## src/rtl/addsub_share_arb_pkg.sv

```systemverilog
// Shared types, op encodings and the add/sub reference function for addsub_share_arb.
// Saturation is enabled by defining ADDSUB_SHARE_ARB_SAT_EN.
package addsub_share_arb_pkg;

  localparam logic OP_ADD = 1'b0;
  localparam logic OP_SUB = 1'b1;

  localparam int unsigned MAX_W   = 32;
  localparam int unsigned MAX_IDW = 8;

  typedef struct packed {
    logic [MAX_IDW-1:0] id;
    logic [MAX_W-1:0]   data;
    logic               ovf;
  } rsp_t;

  typedef struct packed {
    logic [MAX_W-1:0] data;
    logic             ovf;
  } calc_t;

  // Operates on the low w bits of a/b; upper bits of the returned data are zero.
  function automatic calc_t addsub_calc(input logic [MAX_W-1:0] a,
                                        input logic [MAX_W-1:0] b,
                                        input logic             op,
                                        input logic             is_signed,
                                        input int unsigned      w);
    logic [MAX_W:0]   full;
    logic [MAX_W:0]   cy_sh;
    logic [MAX_W-1:0] mask;
    logic [MAX_W-1:0] aa;
    logic [MAX_W-1:0] bb;
    logic [MAX_W-1:0] res;
    logic [MAX_W-1:0] sa_sh;
    logic [MAX_W-1:0] sb_sh;
    logic [MAX_W-1:0] sr_sh;
    logic             sa;
    logic             sb;
    logic             sr;
    calc_t            c;
    mask  = (w >= MAX_W) ? '1 : ((MAX_W'(1) << w) - MAX_W'(1));
    aa    = a & mask;
    bb    = b & mask;
    full  = (op == OP_SUB) ? ({1'b0, aa} - {1'b0, bb}) : ({1'b0, aa} + {1'b0, bb});
    res   = full[MAX_W-1:0] & mask;
    // Bit w of the widened result is carry for add and borrow for sub.
    cy_sh = full >> w;
    sa_sh = aa >> (w - 1);
    sb_sh = bb >> (w - 1);
    sr_sh = res >> (w - 1);
    sa    = sa_sh[0];
    sb    = sb_sh[0];
    sr    = sr_sh[0];
    if (is_signed) begin
      c.ovf = (op == OP_SUB) ? ((sa != sb) && (sr != sa)) : ((sa == sb) && (sr != sa));
    end else begin
      c.ovf = cy_sh[0];
    end
    c.data = res;
`ifdef ADDSUB_SHARE_ARB_SAT_EN
    if (c.ovf) begin
      if (is_signed) begin
        c.data = sa ? (MAX_W'(1) << (w - 1)) : (mask >> 1);
      end else begin
        c.data = (op == OP_SUB) ? '0 : mask;
      end
    end
`endif
    return c;
  endfunction

endpackage

```

## src/rtl/addsub_share_arb_rr_arbiter.sv

```systemverilog
// Round-robin arbiter owning the rotating priority pointer; grants only when enabled.
module addsub_share_arb_rr_arbiter #(
  parameter int unsigned  NREQ = 4,
  localparam int unsigned IDW  = $clog2(NREQ)
) (
  input  logic            i_clk,
  input  logic            i_reset,
  input  logic [NREQ-1:0] i_req,
  input  logic            i_en,
  output logic [NREQ-1:0] o_gnt,
  output logic [IDW-1:0]  o_gnt_idx,
  output logic            o_gnt_valid
);

  logic [IDW-1:0] r_ptr;
  logic [IDW-1:0] w_ptr_d;
  logic [IDW-1:0] w_idx;
  logic [IDW-1:0] w_cand_idx;
  logic           w_found;
  int unsigned    w_cand;

  always_comb begin
    w_found    = 1'b0;
    w_idx      = '0;
    w_cand     = 0;
    w_cand_idx = '0;
    for (int unsigned k = 0; k < NREQ; k++) begin
      w_cand     = (32'(r_ptr) + k) % NREQ;
      w_cand_idx = IDW'(w_cand);
      if (!w_found && i_req[w_cand_idx]) begin
        w_found = 1'b1;
        w_idx   = w_cand_idx;
      end
    end
  end

  always_comb begin
    o_gnt = '0;
    for (int unsigned k = 0; k < NREQ; k++) begin
      o_gnt[k] = w_found && i_en && (w_idx == IDW'(k));
    end
  end

  assign o_gnt_idx   = w_idx;
  assign o_gnt_valid = w_found && i_en;
  assign w_ptr_d     = (w_idx == IDW'(NREQ - 1)) ? '0 : w_idx + 1'b1;

  always_ff @(posedge i_clk or posedge i_reset) begin
    if (i_reset) begin
      r_ptr <= '0;
    end else if (w_found && i_en) begin
      r_ptr <= w_ptr_d;
    end
  end

endmodule

```

## src/rtl/addsub_share_arb.sv

```systemverilog
// One shared add/sub unit arbitrated round-robin across NREQ requesters, 1-cycle latency.
// Define ADDSUB_SHARE_ARB_SAT_EN to clamp overflowing results instead of wrapping.
module addsub_share_arb
  import addsub_share_arb_pkg::*;
#(
  parameter int unsigned  NREQ = 4,
  parameter int unsigned  W    = 8,
  localparam int unsigned IDW  = $clog2(NREQ)
) (
  input  logic              i_clk,
  input  logic              i_reset,
  input  logic [NREQ-1:0]   i_req_valid,
  output logic [NREQ-1:0]   o_req_ready,
  input  logic [NREQ-1:0]   i_req_op,
  input  logic [NREQ-1:0]   i_req_signed,
  input  logic [NREQ*W-1:0] i_req_a,
  input  logic [NREQ*W-1:0] i_req_b,
  output logic              o_rsp_valid,
  input  logic              i_rsp_ready,
  output logic [IDW-1:0]    o_rsp_id,
  output logic [W-1:0]      o_rsp_data,
  output logic              o_rsp_ovf
);

  logic           w_advance;
  logic           w_en;
  logic           w_gnt_valid;
  logic [IDW-1:0] w_gnt_idx;
  logic [W-1:0]   w_a;
  logic [W-1:0]   w_b;
  logic           w_op;
  logic           w_sgn;
  calc_t          w_calc;
  logic           r_rsp_valid;
  rsp_t           r_rsp;
  logic           w_unused;

  // Gating on reset keeps req_ready low while reset is held, without waiting for a clock.
  assign w_advance = !r_rsp_valid || i_rsp_ready;
  assign w_en      = w_advance && !i_reset;

  addsub_share_arb_rr_arbiter #(
    .NREQ(NREQ)
  ) u_arb (
    .i_clk      (i_clk),
    .i_reset    (i_reset),
    .i_req      (i_req_valid),
    .i_en       (w_en),
    .o_gnt      (o_req_ready),
    .o_gnt_idx  (w_gnt_idx),
    .o_gnt_valid(w_gnt_valid)
  );

  assign w_a    = i_req_a[w_gnt_idx*W +: W];
  assign w_b    = i_req_b[w_gnt_idx*W +: W];
  assign w_op   = i_req_op[w_gnt_idx];
  assign w_sgn  = i_req_signed[w_gnt_idx];
  assign w_calc = addsub_calc(MAX_W'(w_a), MAX_W'(w_b), w_op, w_sgn, W);

  always_ff @(posedge i_clk or posedge i_reset) begin
    if (i_reset) begin
      r_rsp_valid <= 1'b0;
      r_rsp       <= '0;
    end else if (w_advance) begin
      r_rsp_valid <= w_gnt_valid;
      if (w_gnt_valid) begin
        r_rsp.id   <= MAX_IDW'(w_gnt_idx);
        r_rsp.data <= w_calc.data;
        r_rsp.ovf  <= w_calc.ovf;
      end
    end
  end

  assign o_rsp_valid = r_rsp_valid;
  assign o_rsp_id    = r_rsp.id[IDW-1:0];
  assign o_rsp_data  = r_rsp.data[W-1:0];
  assign o_rsp_ovf   = r_rsp.ovf;

  // Register fields are sized for the widest configuration; upper bits stay zero.
  assign w_unused = ^{r_rsp.id, r_rsp.data};

endmodule
```

## config.mk

```make
export PLATFORM = sky130hd
export DESIGN_NAME = addsub_share_arb
export DESIGN_NICKNAME = d
export VERILOG_FILES = /design/src/rtl/addsub_share_arb_pkg.sv /design/src/rtl/addsub_share_arb_rr_arbiter.sv /design/src/rtl/addsub_share_arb.sv
export SDC_FILE = /design/constraint.sdc
export NUM_CORES = 1
export LEC_CHECK = 0
export ABC_AREA = 1
export CAP_MARGIN = 20
export CORE_MARGIN = 1
export CORE_UTILIZATION = 43
export DETAILED_ROUTE_END_ITERATION = 10
export PLACE_DENSITY = 0.82
export SLEW_MARGIN = 0
export SYNTH_ARGS = -nofsm -noshare
export SYNTH_HDL_FRONTEND = slang
export SYNTH_SLANG_ARGS = --single-unit
export TNS_END_PERCENT = 1
```

## constraint.sdc

```tcl
create_clock -name i_clk -period 4.6 [get_ports i_clk]
set_input_delay 1.38 -clock i_clk [delete_from_list [all_inputs] [get_ports i_clk]]
set_output_delay 1.38 -clock i_clk [all_outputs]
set_load 0.01 [all_outputs]
```

==> results of run 1 <==
==> repair_timing <==
item / 4_1_cts / 5_1_grt
resized for setup: 69 / 71
pin swaps: 42 / 55
hold buffers: 0 / 0
buffers inserted: 14 / 10
setup endpoints to repair: 8 / 9
==> cell usage in the layout (no fill, tap or decap), types with 9 or more instances in the layout <==
cell type and instances:
nand2_2 28, nor2_1 13, nand3_2 13, nand2_4 14, dfrtp_1 14, a21oi_1 12
inv_2 10, ha_1 11, buf_4 59, buf_6 9, inv_1 23, nand3_1 12
nand2_1 97, clkdlybuf4s50_1 86, nand3_4 9, o21ai_0 13, nand4_1 16
==> layer usage <==
layer	track usage, %	vias to the layer above	share of wire (%)
li1	-	1469	-
met1	32.0	1455	37
met4	15.0	0	4.5
met3	2.61	46	6.6
met2	53.0	188	52
met5	0	-	0
==> layout make-up <==
class                           count  area share [%]
Clock buffer                        3            1.02
Inverter                           40            4.38
Multi-Input combinational cell    286            46.6
Sequential cell                    14            8.63
Tap cell                           67            2.07
Timing Repair Buffer              162            37.3
==> cells by family after synthesis <==
| group | Yosys count |
|---|---|
| AND/OR/NAND/NOR | 214 |
| flip-flops | 14 |
| XOR/XNOR | 9 |
| AO/OA/AOI/OAI | 49 |
| buffers and inverters | 56 |
| adder cells (fa/ha/maj) | 14 |
==> sequential cells by signal (all words and copies together) (netlist names) <==
name         flops
o_rsp_data       8
o_rsp_id         2
u_arb.r_ptr      2
o_rsp_ovf        1
o_rsp_valid      1
==> metrics by stage <==
step	hold WS [ns]	utilization [%]	cells
after floorplan	0.519	-	356
after global placement	0.467	71.2	547
after detailed placement	0.472	71.2	547
after CTS	0.485	78.8	564
after global routing	0.508	84.2	572
final	0.482	84.2	572
==> worst max-delay path, delay by kind of cell <==
family	cells	cell delay (ns)
AND/OR/NAND/NOR	16	1.73
adder cells (fa/ha/maj)	1	0.40
AO/OA/AOI/OAI	5	0.50
buffers and inverters	7	0.77
==> path summary, 6_finish.rpt <==
kind	cells after the start	start	slack [ns]	endpoint
max	29	i_req_valid[3]	-0.04	o_rsp_ovf
min	2	o_rsp_data[3]	0.48	o_rsp_data[3]
max reg2reg	29	u_arb.r_ptr[0]	0.27	o_rsp_ovf
min reg2reg	2	o_rsp_data[3]	0.48	o_rsp_data[3]
max in group asynchronous	2	i_reset	2.76	o_rsp_data[7]
min in group asynchronous	2	i_reset	1.50	o_rsp_id[0]
==> metrics.cfg, run 1 <==
[run_status]
status = finished, violations left
violations = negative setup slack

[critical_path]
path_class = in -> reg
crit_path_top_delay_cell = fa_2
critPathLaunchType = input pin
crit_arrival_ns = 4.78
cp_data_required_time_ns = 4.74
end_kind = register
slowest_delay_ns = 0.40
critPathMaxFanout = 6

[sta]
tightest_slew_ns = 0.653
timing.fmax_ghz = 0.215
period_share_pct = 101
setup_ws_ns = -0.0435
maxSlewViolCount = 0
clock_skew_ns = 0.00133
rsz0062_at_grt = true
min_period_ns = 4.64
finalHoldViolations = 0
setup_viol = 2
finalSetupTns_ns = -0.0581
max-slew-margin-rel_pct = 56.5

[synth]
synth_warnings = 0
synth_top_cell_area_share_pct = 21.8
synth_edf_count = 0
synthAdderAreaFrac_pct = 8.37
yosys.cell_count.top_type = nand2_1
synth_compound_area_share_pct = 13.3
synth_top_family_by_area = simple AND/OR/NAND/NOR gates
muxShareOfSynthArea_pct = 0
yosysSeqAreaShare_pct = 16.0
syn_nets = 449
ys.flop_type = dfrtp_1
synth.area.top_cells = nand2_1 (22%), dfrtp_1 (16%), ha_1 (7.4%)
syn_inst = 356
syn_area_um2 = 2180
yosys.area_share.simple_pct = 45.8
ys_ff_latch = 14
synthTopCellsByCount = nand2_1 (127), inv_1 (34), nand3_1 (27), o21ai_0 (19)
synth_cell_types = 38
synth_xor_area_share_pct = 3.61
syn_avg_cell_area_um2 = 6.13
async_flop_share_pct = 100
yosysTopAreaCell = nand2_1

[cts]
clockRootBuffer = clkbuf_8
clock_sinks = 14
path_clk_slew_ns = 0.05
cts_tree = done
clock_latency_ns = 0.25
cts_buffers = 3
clk_path_buf_depth = 2
h-tree-depth = 1

[placed_design]
portBuffers = 94
place.gp.congestion = 0.896
hpwlAfterDp_mm = 5.42
place_area_um2 = 3430
pre_cts_ws_ns = -0.607

[finish]
multiInputGateArea_um2 = 1890
final_area_um2 = 4060
seqCellArea_um2 = 350
antennaDiodeCount = 0
fill_cells = 272
finalNetCount = 600
drive_above_1_share_pct = 35.4
area_growth_pct = 85.8

[routing]
first_iter_violations = 206
antenna_left = 0
wl_per_cell_um = 15.9
first_pass_iters = 5
drc = 0
wl_mm = 9.09
avgViaCountPerCell = 5.52
num_vias = 3158

[floorplanning]
dieWidth_um = 73.3
fp.coreArea_um2 = 4820
start_util_pct = 45.3
std_cell_rows = 25
die-area_um2 = 5370
die_h_um = 73.3
pin_count = 95

[hold_path]
hold_class = reg -> reg

[run]
maxCapViolations = 0

[grt]
grt_pass1_vias = 2813
grt.total_usage_pct = 28.5
grt-ovfl-total = 0
grt_first_pass_wirelength_mm = 12.0
antenna_found_initial = 0
grt_max_degree = 21

Power of run 1 is left out: the tool's default activity adds up to more than one toggle a clock period on the data nets, which glitch-free logic cannot reach.
==> run 2, diff against run 1 <==
--- a/config.mk
+++ b/config.mk
@@ -11,6 +11,7 @@
 export CORE_UTILIZATION = 43
 export DETAILED_ROUTE_END_ITERATION = 10
 export PLACE_DENSITY = 0.82
+export SETUP_SLACK_MARGIN = 0.15
 export SLEW_MARGIN = 0
 export SYNTH_ARGS = -nofsm -noshare
 export SYNTH_HDL_FRONTEND = slang
==> run 2 against run 1 <==
Effect of this change:
- the run still ends with negative setup slack left
- sequential cell count unchanged
- register-to-register slack worse by 0.10 ns
- global-route usage up 1.3 points
- first-iteration DRC count up 33%
- largest cell class unchanged
- highest routed layer unchanged
==> metrics.cfg, run 2 (synthesis results as in run 1) <==
[finish]
largest_reg_flops = 8  ; unchanged
drive_above_1_share_pct = 35.1  ; -0.30 points
layout_common_cells = nand2_1 (105), clkdlybuf4s50_1 (86), buf_4 (63)
fill_cells = 280  ; +2.9%
finalNetCount = 609  ; +1.5%
area_growth_pct = 85.7  ; about the same
antennaDiodeCount = 0  ; unchanged
layout.cells.most_common = nand2_1

[grt]
grt_max_degree = 20  ; -4.8%
grt-ovfl-total = 0  ; unchanged
grtUsageMet1_pct = 33.2  ; +1.2 points
grt.busiest_layer = met2
grt_pass1_vias = 2858  ; +1.6%
grt.total_usage_pct = 29.8  ; +1.3 points
met2_usage_pct = 55.5  ; +2.5 points
use_met3_pct = 3.16  ; +0.55 points
grt_first_pass_wirelength_mm = 12.5  ; +4.1%
antenna_found_initial = 0  ; unchanged

[cts]
cts_buffers = 3  ; unchanged
cts_tree = done
clockRootBuffer = clkbuf_8
path_clk_slew_ns = 0.06  ; about the same
clk_path_buf_depth = 2  ; unchanged
h-tree-depth = 1  ; unchanged
clock_latency_ns = 0.25  ; about the same
clock_sinks = 14  ; unchanged
cts-hold-fix-buffers = 0  ; unchanged

[critical_path]
path_class = in -> reg
end_kind = register
crit_path_start = i_req_valid[3]
crit_path_top_delay_cell = ha_1
crit_arrival_ns = 4.94  ; +0.16 ns
cp_data_required_time_ns = 4.77  ; +0.03 ns
critPathMaxFanout = 6  ; unchanged
crit_family = simple AND/OR/NAND/NOR gates
critPathBufInv = 7  ; unchanged
critPathLaunchType = input pin
r2r-start = u_arb.r_ptr[0]
slowest_delay_ns = 0.35  ; -0.05 ns

[placed_design]
hpwlAfterDp_mm = 5.41  ; -0.13%
portBuffers = 94  ; unchanged
pre_cts_ws_ns = -0.481  ; +0.126 ns
place.gp.congestion = 0.894  ; -0.30%

[sta]
finalHoldViolations = 0  ; unchanged
timing.fmax_ghz = 0.210  ; -2.6%
clock_skew_ns = 0.00394  ; +0.00261 ns
rsz0062_at_grt = true
min_period_ns = 4.77  ; +0.124 ns
setup_viol = 3  ; +1
max-slew-margin-rel_pct = 56.6  ; +0.13 points
finalSetupTns_ns = -0.418  ; -0.360 ns
period_share_pct = 104  ; +2.7 points
setup_ws_ns = -0.167  ; -0.124 ns
tightest_slew_ns = 0.651  ; -0.00188 ns
maxSlewViolCount = 0  ; unchanged

[routing]
first_iter_violations = 273  ; +33%
wl_per_cell_um = 16.5  ; +3.9%
antenna_left = 0  ; unchanged
first_pass_iters = 6  ; +1
num_vias = 3300  ; +4.5%
avgViaCountPerCell = 5.67  ; +2.7%
drc = 0  ; unchanged
wl_mm = 9.62  ; +5.8%

[floorplanning]
std_cell_rows = 25  ; unchanged
start_util_pct = 45.3  ; unchanged
fp.coreArea_um2 = 4820  ; unchanged
die-area_um2 = 5370  ; unchanged
pin_count = 95  ; unchanged
die_h_um = 73.3  ; unchanged
dieWidth_um = 73.3  ; unchanged

[hold_path]
min_from = o_rsp_id[1]
hold_class = reg -> reg

[run]
maxCapViolations = 0  ; unchanged

[run_status]
violations = negative setup slack
status = finished, violations left

## run 2: changes by cell type in the layout (fill, tap and decap cells not counted), sizes merged
cell / before / now
buf: 72 / 81
clkbuf: 3 / 8
clkdlybuf4s15: 1 / 0
clkinv: 0 / 1
dlygate4sd2: 3 / 0
inv: 40 / 39
## run 2: layout make-up
class                           instances  area, µm²  area share (%)
Sequential cell                        14        350            8.64
Tap cell                               67       83.8            2.07
Clock buffer                            4       55.1            1.36
Inverter                               40        175            4.32
Timing Repair Buffer                  171       1570            38.7
Multi-Input combinational cell        286       1820            44.9
## run 2: worst register-to-register path: cells and delay by family (launching register included)
kind / cells / cell delay [ns]
AOI/OAI and AO/OA: 6 / 0.93
adders and majority gates: 1 / 0.35
and+or+nand+nor: 17 / 1.63
xor gates and xnor gates: 1 / 0.16
buffers and inverters: 4 / 0.52
DFF: 1 / 0.76
## run 2: per-layer routing
layer	part of all wire (%)	routed length [µm]
met1	36	3450
met5	0	0
met4	5.8	560
met3	7.5	725
met2	51	4880
## run 2: worst paths after layout
path | to | slack (ns) | depth (start not counted)
max | o_rsp_ovf | -0.17 | 29
min | o_rsp_id[1] | 0.50 | 2
max reg2reg | o_rsp_ovf | 0.17 | 29
min reg2reg | o_rsp_id[1] | 0.50 | 2
max in group asynchronous | o_rsp_id[1] | 2.73 | 2
min in group asynchronous | o_rsp_data[7] | 1.52 | 2
## run 2: metrics by stage
step	hold slack [ns]	area, µm²	instances	utilization, %
finish	0.502	4050	582	84.2
global route	0.529	4050	582	84.2
CTS	0.501	3770	570	78.3
detailed placement	0.481	3470	551	72.0
global placement	0.465	3470	551	72.0
floorplan	0.519	2190	356	-
## run 2: what timing repair did
action,CTS,global route
endpoints found under the setup margin,9,8
resized for setup,67,63
pin swaps,49,35
setup buffers,15,12
Power of run 2 is left out for the same reason.
==> run 3, diff against run 2 <==
--- a/config.mk
+++ b/config.mk
@@ -6,7 +6,7 @@
 export NUM_CORES = 1
 export LEC_CHECK = 0
 export ABC_AREA = 1
-export CAP_MARGIN = 20
+export CAP_MARGIN = 25
 export CORE_MARGIN = 1
 export CORE_UTILIZATION = 43
 export DETAILED_ROUTE_END_ITERATION = 10
==> results of run 3 <==
Final layout, timing and power as in run 2 (identical DEF).
Power of run 3 is left out for the same reason.
